==> config.mk <==
export PLATFORM = sky130hd
export DESIGN_NAME = board_btn_debounce
export DESIGN_NICKNAME = d
export VERILOG_FILES = /design/src/rtl/board_io_pkg.sv /design/src/rtl/btn_debounce_ch.sv /design/src/rtl/board_btn_debounce.sv
export SDC_FILE = /design/constraint.sdc
export NUM_CORES = 1
export LEC_CHECK = 0
export BUFFER_PORTS_ARGS = -buffer_cell sky130_fd_sc_hd__buf_2
export CAP_MARGIN = 0
export CORE_UTILIZATION = 40
export DETAILED_ROUTE_END_ITERATION = 16
export GPL_TIMING_DRIVEN = 0
export PLACE_DENSITY = 0.62
export SLEW_MARGIN = 15
export SYNTH_ARGS = -nofsm -noshare
export SYNTH_HDL_FRONTEND = slang
export SYNTH_HIERARCHICAL = 1
export SYNTH_SLANG_ARGS = --single-unit
==> constraint.sdc <==
create_clock -name clk -period 2.72 [get_ports clk]
set_clock_uncertainty 0.15 [all_clocks]
set_input_delay 0.408 -clock clk [delete_from_list [all_inputs] [get_ports clk]]
set_output_delay 0.408 -clock clk [all_outputs]
set_load 0.1 [all_outputs]
==> src/rtl/board_io_pkg.sv <==
// Shared definitions for the board input path: per-channel debounce FSM
// encoding and default debounce timing.
package board_io_pkg;

    localparam logic [1:0] ST_IDLE    = 2'd0;
    localparam logic [1:0] ST_WAIT_HI = 2'd1;
    localparam logic [1:0] ST_HIGH    = 2'd2;
    localparam logic [1:0] ST_WAIT_LO = 2'd3;

    typedef enum logic [1:0] {
        S_IDLE    = ST_IDLE,
        S_WAIT_HI = ST_WAIT_HI,
        S_HIGH    = ST_HIGH,
        S_WAIT_LO = ST_WAIT_LO
    } ch_state_e;

    // 10 ms at 100 MHz; the counter width must hold DEBOUNCE_DEFAULT-1.
    localparam int DEBOUNCE_DEFAULT = 1000000;
    localparam int CNT_W_DEFAULT    = 20;

endpackage

==> src/rtl/btn_debounce_ch.sv <==
// One push-button channel: two-flop synchroniser, qualification counter and
// FSM producing a clean level plus one-cycle press/release strobes.
module btn_debounce_ch
    import board_io_pkg::*;
#(
    parameter int DEBOUNCE_CYCLES = DEBOUNCE_DEFAULT,
    parameter int CNT_W           = CNT_W_DEFAULT
) (
    input  logic clk,
    input  logic rst_n,
    input  logic raw,
    output logic level,
    output logic press,
    output logic rls
);

    localparam logic [CNT_W-1:0] CNT_LAST = CNT_W'(DEBOUNCE_CYCLES - 1);

    logic             s1_q, s1_d;
    logic             s2_q, s2_d;
    ch_state_e        state_q, state_d;
    logic [CNT_W-1:0] cnt_q, cnt_d;
    logic             level_q, level_d;
    logic             press_q, press_d;
    logic             rls_q, rls_d;

    always_comb begin
        s1_d    = raw;
        s2_d    = s1_q;
        state_d = state_q;
        cnt_d   = cnt_q;
        level_d = level_q;
        press_d = 1'b0;
        rls_d   = 1'b0;

        // Only s2 is safe to use; s1 may still be resolving metastability.
        case (state_q)
            S_IDLE: begin
                if (s2_q) begin
                    state_d = S_WAIT_HI;
                    cnt_d   = '0;
                end
            end
            S_WAIT_HI: begin
                if (!s2_q) begin
                    state_d = S_IDLE;
                    cnt_d   = '0;
                end else if (cnt_q == CNT_LAST) begin
                    state_d = S_HIGH;
                    level_d = 1'b1;
                    press_d = 1'b1;
                end else begin
                    cnt_d = cnt_q + 1'b1;
                end
            end
            S_HIGH: begin
                if (!s2_q) begin
                    state_d = S_WAIT_LO;
                    cnt_d   = '0;
                end
            end
            S_WAIT_LO: begin
                if (s2_q) begin
                    state_d = S_HIGH;
                    cnt_d   = '0;
                end else if (cnt_q == CNT_LAST) begin
                    state_d = S_IDLE;
                    level_d = 1'b0;
                    rls_d   = 1'b1;
                end else begin
                    cnt_d = cnt_q + 1'b1;
                end
            end
            default: begin
                state_d = S_IDLE;
                cnt_d   = '0;
            end
        endcase
    end

    always_ff @(posedge clk or negedge rst_n) begin
        if (!rst_n) begin
            s1_q    <= 1'b0;
            s2_q    <= 1'b0;
            state_q <= S_IDLE;
            cnt_q   <= '0;
            level_q <= 1'b0;
            press_q <= 1'b0;
            rls_q   <= 1'b0;
        end else begin
            s1_q    <= s1_d;
            s2_q    <= s2_d;
            state_q <= state_d;
            cnt_q   <= cnt_d;
            level_q <= level_d;
            press_q <= press_d;
            rls_q   <= rls_d;
        end
    end

    assign level = level_q;
    assign press = press_q;
    assign rls   = rls_q;

endmodule

==> src/rtl/board_btn_debounce.sv <==
// Push-button conditioning for the board: N_BTN independent debounce channels
// giving clean levels and single-cycle press/release strobes.
module board_btn_debounce
    import board_io_pkg::*;
#(
    parameter int N_BTN           = 3,
    parameter int DEBOUNCE_CYCLES = DEBOUNCE_DEFAULT,
    parameter int CNT_W           = CNT_W_DEFAULT
) (
    input  logic             clk,
    input  logic             rst_n,
    input  logic [N_BTN-1:0] btn_raw,
    output logic [N_BTN-1:0] btn_level,
    output logic [N_BTN-1:0] btn_press,
    output logic [N_BTN-1:0] btn_release
);

    for (genvar i = 0; i < N_BTN; i++) begin : g_ch
        btn_debounce_ch #(
            .DEBOUNCE_CYCLES(DEBOUNCE_CYCLES),
            .CNT_W          (CNT_W)
        ) u_ch (
            .clk  (clk),
            .rst_n(rst_n),
            .raw  (btn_raw[i]),
            .level(btn_level[i]),
            .press(btn_press[i]),
            .rls  (btn_release[i])
        );
    end

endmodule

==> results.md <==
Status:
- The flow ran to the end, and the final reports show no timing, DRC or antenna violations.

Critical path:
- Data on the critical path is required at its endpoint by 2780 ps.
- Counting both buffers and inverters, the worst setup path holds a total of 1.
- The sort of element at the end of the critical path is a flop.
- The largest incremental delay on the critical path is 550 ps.
- The start-to-end type of the worst setup path is flop to flop.
- The maximum net fanout on the critical path is 10.
- Data on the critical path arrives at its endpoint at 2410 ps.
- The cell type group with the largest total delay on the critical path is simple AND/OR/NAND/NOR gates.
- The startpoint class of the critical path is a flop.
- Walking the worst path, the cells encountered are buf_6 -> or4_4 -> nor4_4 -> a21oi_1 -> mux2_2.
- The largest individual stage delay along the critical path comes from the cell sky130_fd_sc_hd__or4_4.

Clocking:
- The root cell of the clock tree is sky130_fd_sc_hd__clkbuf_16.
- At the later pin of the worst-skew pair, clock insertion delay measures 330 ps.
- No sink is reached through more buffers than the 2 on the longest clock path.
- The clock tree from TritonCTS is yes.
- The clock-pin transition on the worst setup and hold timing paths is 60 ps.
- The clock drives 81 sinks.
- CTS built an H-tree with a depth of 3.
- The number of buffers inserted during clock tree synthesis is 9.
- Buffers added to address setup during post-CTS repair amount to 0.

Detailed routing:
- The first-iteration detailed-routing DRC count is 230.
- The final antenna-violating net count is 0.
- The vias after detailed routing is 3,832.
- The number of iterations in the first detailed-routing pass is 5.
- The final layout contains routed wiring with a total length of 10.4 mm.
- The detailed-route vias per instance is 6.01.
- The detailed-route wire length per cell is 16.4 µm.
- For this run, design rule violations remaining after detail routing come to 0.

Layout:
- The share of post-route cells with drive strength above 1 is 12.2%.
- The library cell used most frequently in the layout, excluding fill and tap cells, is sky130_fd_sc_hd__dfrtp_1.
- The cell area after layout is 0.00512 mm².
- The count of cells in the finished layout, fillers not included, comes to 638.
- The number of antenna diodes in the final layout is 0.
- At the end of the flow the core is filled with cells to 46.8%.
- The number of nets at the end of the flow is 501.
- The top cell types in the final layout, fill and taps aside, are sky130_fd_sc_hd__dfrtp_1, sky130_fd_sc_hd__o21ai_0, sky130_fd_sc_hd__nand2_1, sky130_fd_sc_hd__nand3_1, sky130_fd_sc_hd__a21oi_1.
- Compared with the post-synthesis result, the final layout area differs by 13.3%.

Place:
- The cell total after placement is 621.
- The global placement routability congestion is 0.799.
- The count of buffers inserted at the top-level ports is 13.
- The placed wire-length estimate is 7.28 mm.
- In this run the cell area measured after placement is 0.00479 mm².

Pwr:
- The worst IR drop on VDD is 0.000232 V.
- The total power per unit cell area is 517 mW/mm².
- For this design the static power due to leakage is 2.08 nW.
- Of the total power, combinational logic draws 6.0%.
- The share of total power dissipated in the clock network is 46.6%.
- The sequential fraction of design power is 47.4%.
- The internal power summed over all cells is 2.04 mW.
- The switching share of power is 23.1%.
- The design draws 2.65 mW.
- For this design the total switching power over the nets is 0.613 mW.

Floorplanning:
- The effective utilization at floorplan is 41.3%.
- The cell row count is 38.
- The die extent in y is 108 µm.
- The die covers 0.0117 mm².
- The width of the die is 108 µm.
- The total core area is 0.0109 mm².
- The number of primary I/O pins is 14.

Synthesis:
- The sequential area share after synthesis is 44.8%.
- The number of cells produced by synthesis is 467.
- The cell area that synthesis handed to floorplanning was 0.00452 mm².
- The number of unique standard cell types used by synthesis is 61.
- Yosys mapped a number of flops with a built-in enable equal to 0.
- A synthesized cell averages 9.68 µm².
- The number of storage elements in the synthesis netlist is 81.
- The number of nets handed over by synthesis was 475.
- The most used flip-flop cell after synthesis is sky130_fd_sc_hd__dfrtp_1.
- The Yosys step of the flow raised 6 warnings.
- For this run, asynchronously set or reset flops after synthesis account for 100%.

Global route:
- The overall routing resource usage is 19.5%.
- The global-route wire length before repair is 18.0 mm.
- The leftover overflow at the end of global routing is 0.
- The via count of the first global-routing pass is 3,674.
- The number of antenna violations at the first check in global routing is 0.
- The pin count of the biggest net entering global routing is 44.

Timing:
- The slew at the pin closest to its max-slew limit is 820 ps.
- Adding up every negative setup slack in the final design gives 0 ps.
- The final-report max-slew violation count is 0.
- In this run the tightest slew margin relative to its limit is 44.9%.
- The share of the clock period used by the worst path is 86.3%.
- The peak clock frequency supported by timing is 0.426 GHz.
- The number of hold violations in the final report is 0.
- The number of failing setup endpoints in the final timing report is 0.
- Setup repair after global routing left no endpoint under its margin.
- The routed design could run at a clock period as short as 2350 ps.

Flow run:
- The reported max-cap violation count is 0.

Hold path:
- The path class of the tightest hold or removal check is primary input to flop.
-- stage by stage --
| step | hold slack (ps) | worst slack (ps) |
|---|---|---|
| floorplan | -37.6 | 546 |
| global placement | 183 | 178 |
| detailed placement | 185 | 135 |
| CTS | 13.0 | 122 |
| global route | 16.4 | 265 |
| finish | 27.5 | 372 |
-- metal layers --
layer / GRT usage (%) / up-vias / wire, µm
li1: - / 1858 / -
met1: 27.6 / 1866 / 4930
met2: 30.3 / 99 / 4930
met3: 3.25 / 9 / 450
met4: 6.66 / 0 / 123
met5: 0 / - / 0
-- logic make-up (layout without fill, tap and decap cells) --
family	after synthesis	in the layout	share of synthesized area [%]
AO/OA/AOI/OAI	129	129	19.3
flip-flops	81	81	44.8
buffers and inverters	35	66	3.29
AND/OR/NAND/NOR	198	198	26.6
XOR/XNOR	14	14	3.38
adder cells (fa/ha/maj)	3	3	0.830
multiplexers	7	7	1.69
-- sequential cells by signal (all words and copies together) (netlist names), named ones only --
name,cells
g_ch.u_ch/cnt_q,60
g_ch.u_ch/level,3
g_ch.u_ch/press,3
g_ch.u_ch/rls,3
g_ch.u_ch/s1_q,3
g_ch.u_ch/s2_q,3
g_ch.u_ch/state_q,3
-- final timing paths --
path                                  startpoint                endpoint  slack, ps  cells past startpoint
min reg2reg                    g_ch[2].u_ch/s1_q       g_ch[2].u_ch/s2_q        200                      0
max                        g_ch[0].u_ch/cnt_q[6]   g_ch[0].u_ch/cnt_q[0]        370                      5
min in group asynchronous                  rst_n   g_ch[1].u_ch/cnt_q[5]        450                      2
max reg2reg                g_ch[0].u_ch/cnt_q[6]   g_ch[0].u_ch/cnt_q[0]        370                      5
max in group asynchronous                  rst_n  g_ch[2].u_ch/cnt_q[15]       1390                      3
min                                   btn_raw[2]       g_ch[2].u_ch/s1_q         30                      1
-- final cells by class --
type / instances / area, µm²
buffer: 15 / 73.8
fill: 1051 / 5820
sequential: 81 / 2030
multi-input combinational: 351 / 2360
clock buffer: 11 / 253
timing repair buffer: 15 / 105
tap: 140 / 175
inverter: 20 / 75.1
clock inverter: 5 / 53.8
-- power by group through the flow --
stage	combinational [mW]	sequential, mW	clock, mW
after floorplan	0.0944	1.27	0
after global placement	0.150	1.27	0
after detailed placement	0.161	1.28	0
after CTS	0.162	1.25	1.27
after global routing	0.183	1.26	1.33
final	0.160	1.26	1.23
-- synthesized netlist by cell type, types with 3 or more instances --
library cell                n  area, µm²
sky130_fd_sc_hd__o211ai_1   8       60.1
sky130_fd_sc_hd__nor2_1    26       97.6
sky130_fd_sc_hd__nor4_4     3       63.8
sky130_fd_sc_hd__nand2_1   37        139
sky130_fd_sc_hd__nor4b_1    4       35.0
sky130_fd_sc_hd__a21oi_1   27        135
sky130_fd_sc_hd__and4b_1    3       30.0
sky130_fd_sc_hd__a211oi_1   4       30.0
sky130_fd_sc_hd__nor3_1    17       85.1
sky130_fd_sc_hd__a311o_1    4       40.0
sky130_fd_sc_hd__clkbuf_1  11       41.3
sky130_fd_sc_hd__and2_1     4       25.0
sky130_fd_sc_hd__a31oi_1    6       37.5
sky130_fd_sc_hd__o21ai_0   38        190
sky130_fd_sc_hd__nand3_1   29        145
sky130_fd_sc_hd__a22o_1     8       70.1
sky130_fd_sc_hd__inv_1     20       75.1
sky130_fd_sc_hd__and3_1     7       43.8
sky130_fd_sc_hd__xnor2_1    8       70.1
sky130_fd_sc_hd__dfrtp_1   81       2030
sky130_fd_sc_hd__nor2b_1    4       25.0
sky130_fd_sc_hd__nand4_1   18        113
sky130_fd_sc_hd__ha_1       3       37.5
sky130_fd_sc_hd__nor4_1     5       31.3
sky130_fd_sc_hd__or4_4      4       45.0
sky130_fd_sc_hd__a21o_1     3       22.5
sky130_fd_sc_hd__or4_1     12       90.1
sky130_fd_sc_hd__a41oi_1    5       43.8
sky130_fd_sc_hd__o31ai_1    7       52.6
sky130_fd_sc_hd__mux2_2     4       45.0
sky130_fd_sc_hd__and4_1     5       43.8
sky130_fd_sc_hd__xor2_1     4       35.0
-- repair_timing --
item                      4_1_cts  5_1_grt
hold buffers                    1        0
hold endpoints to repair       38        0
gates resized for setup         0        0
(Power assumes the default switching activity.)
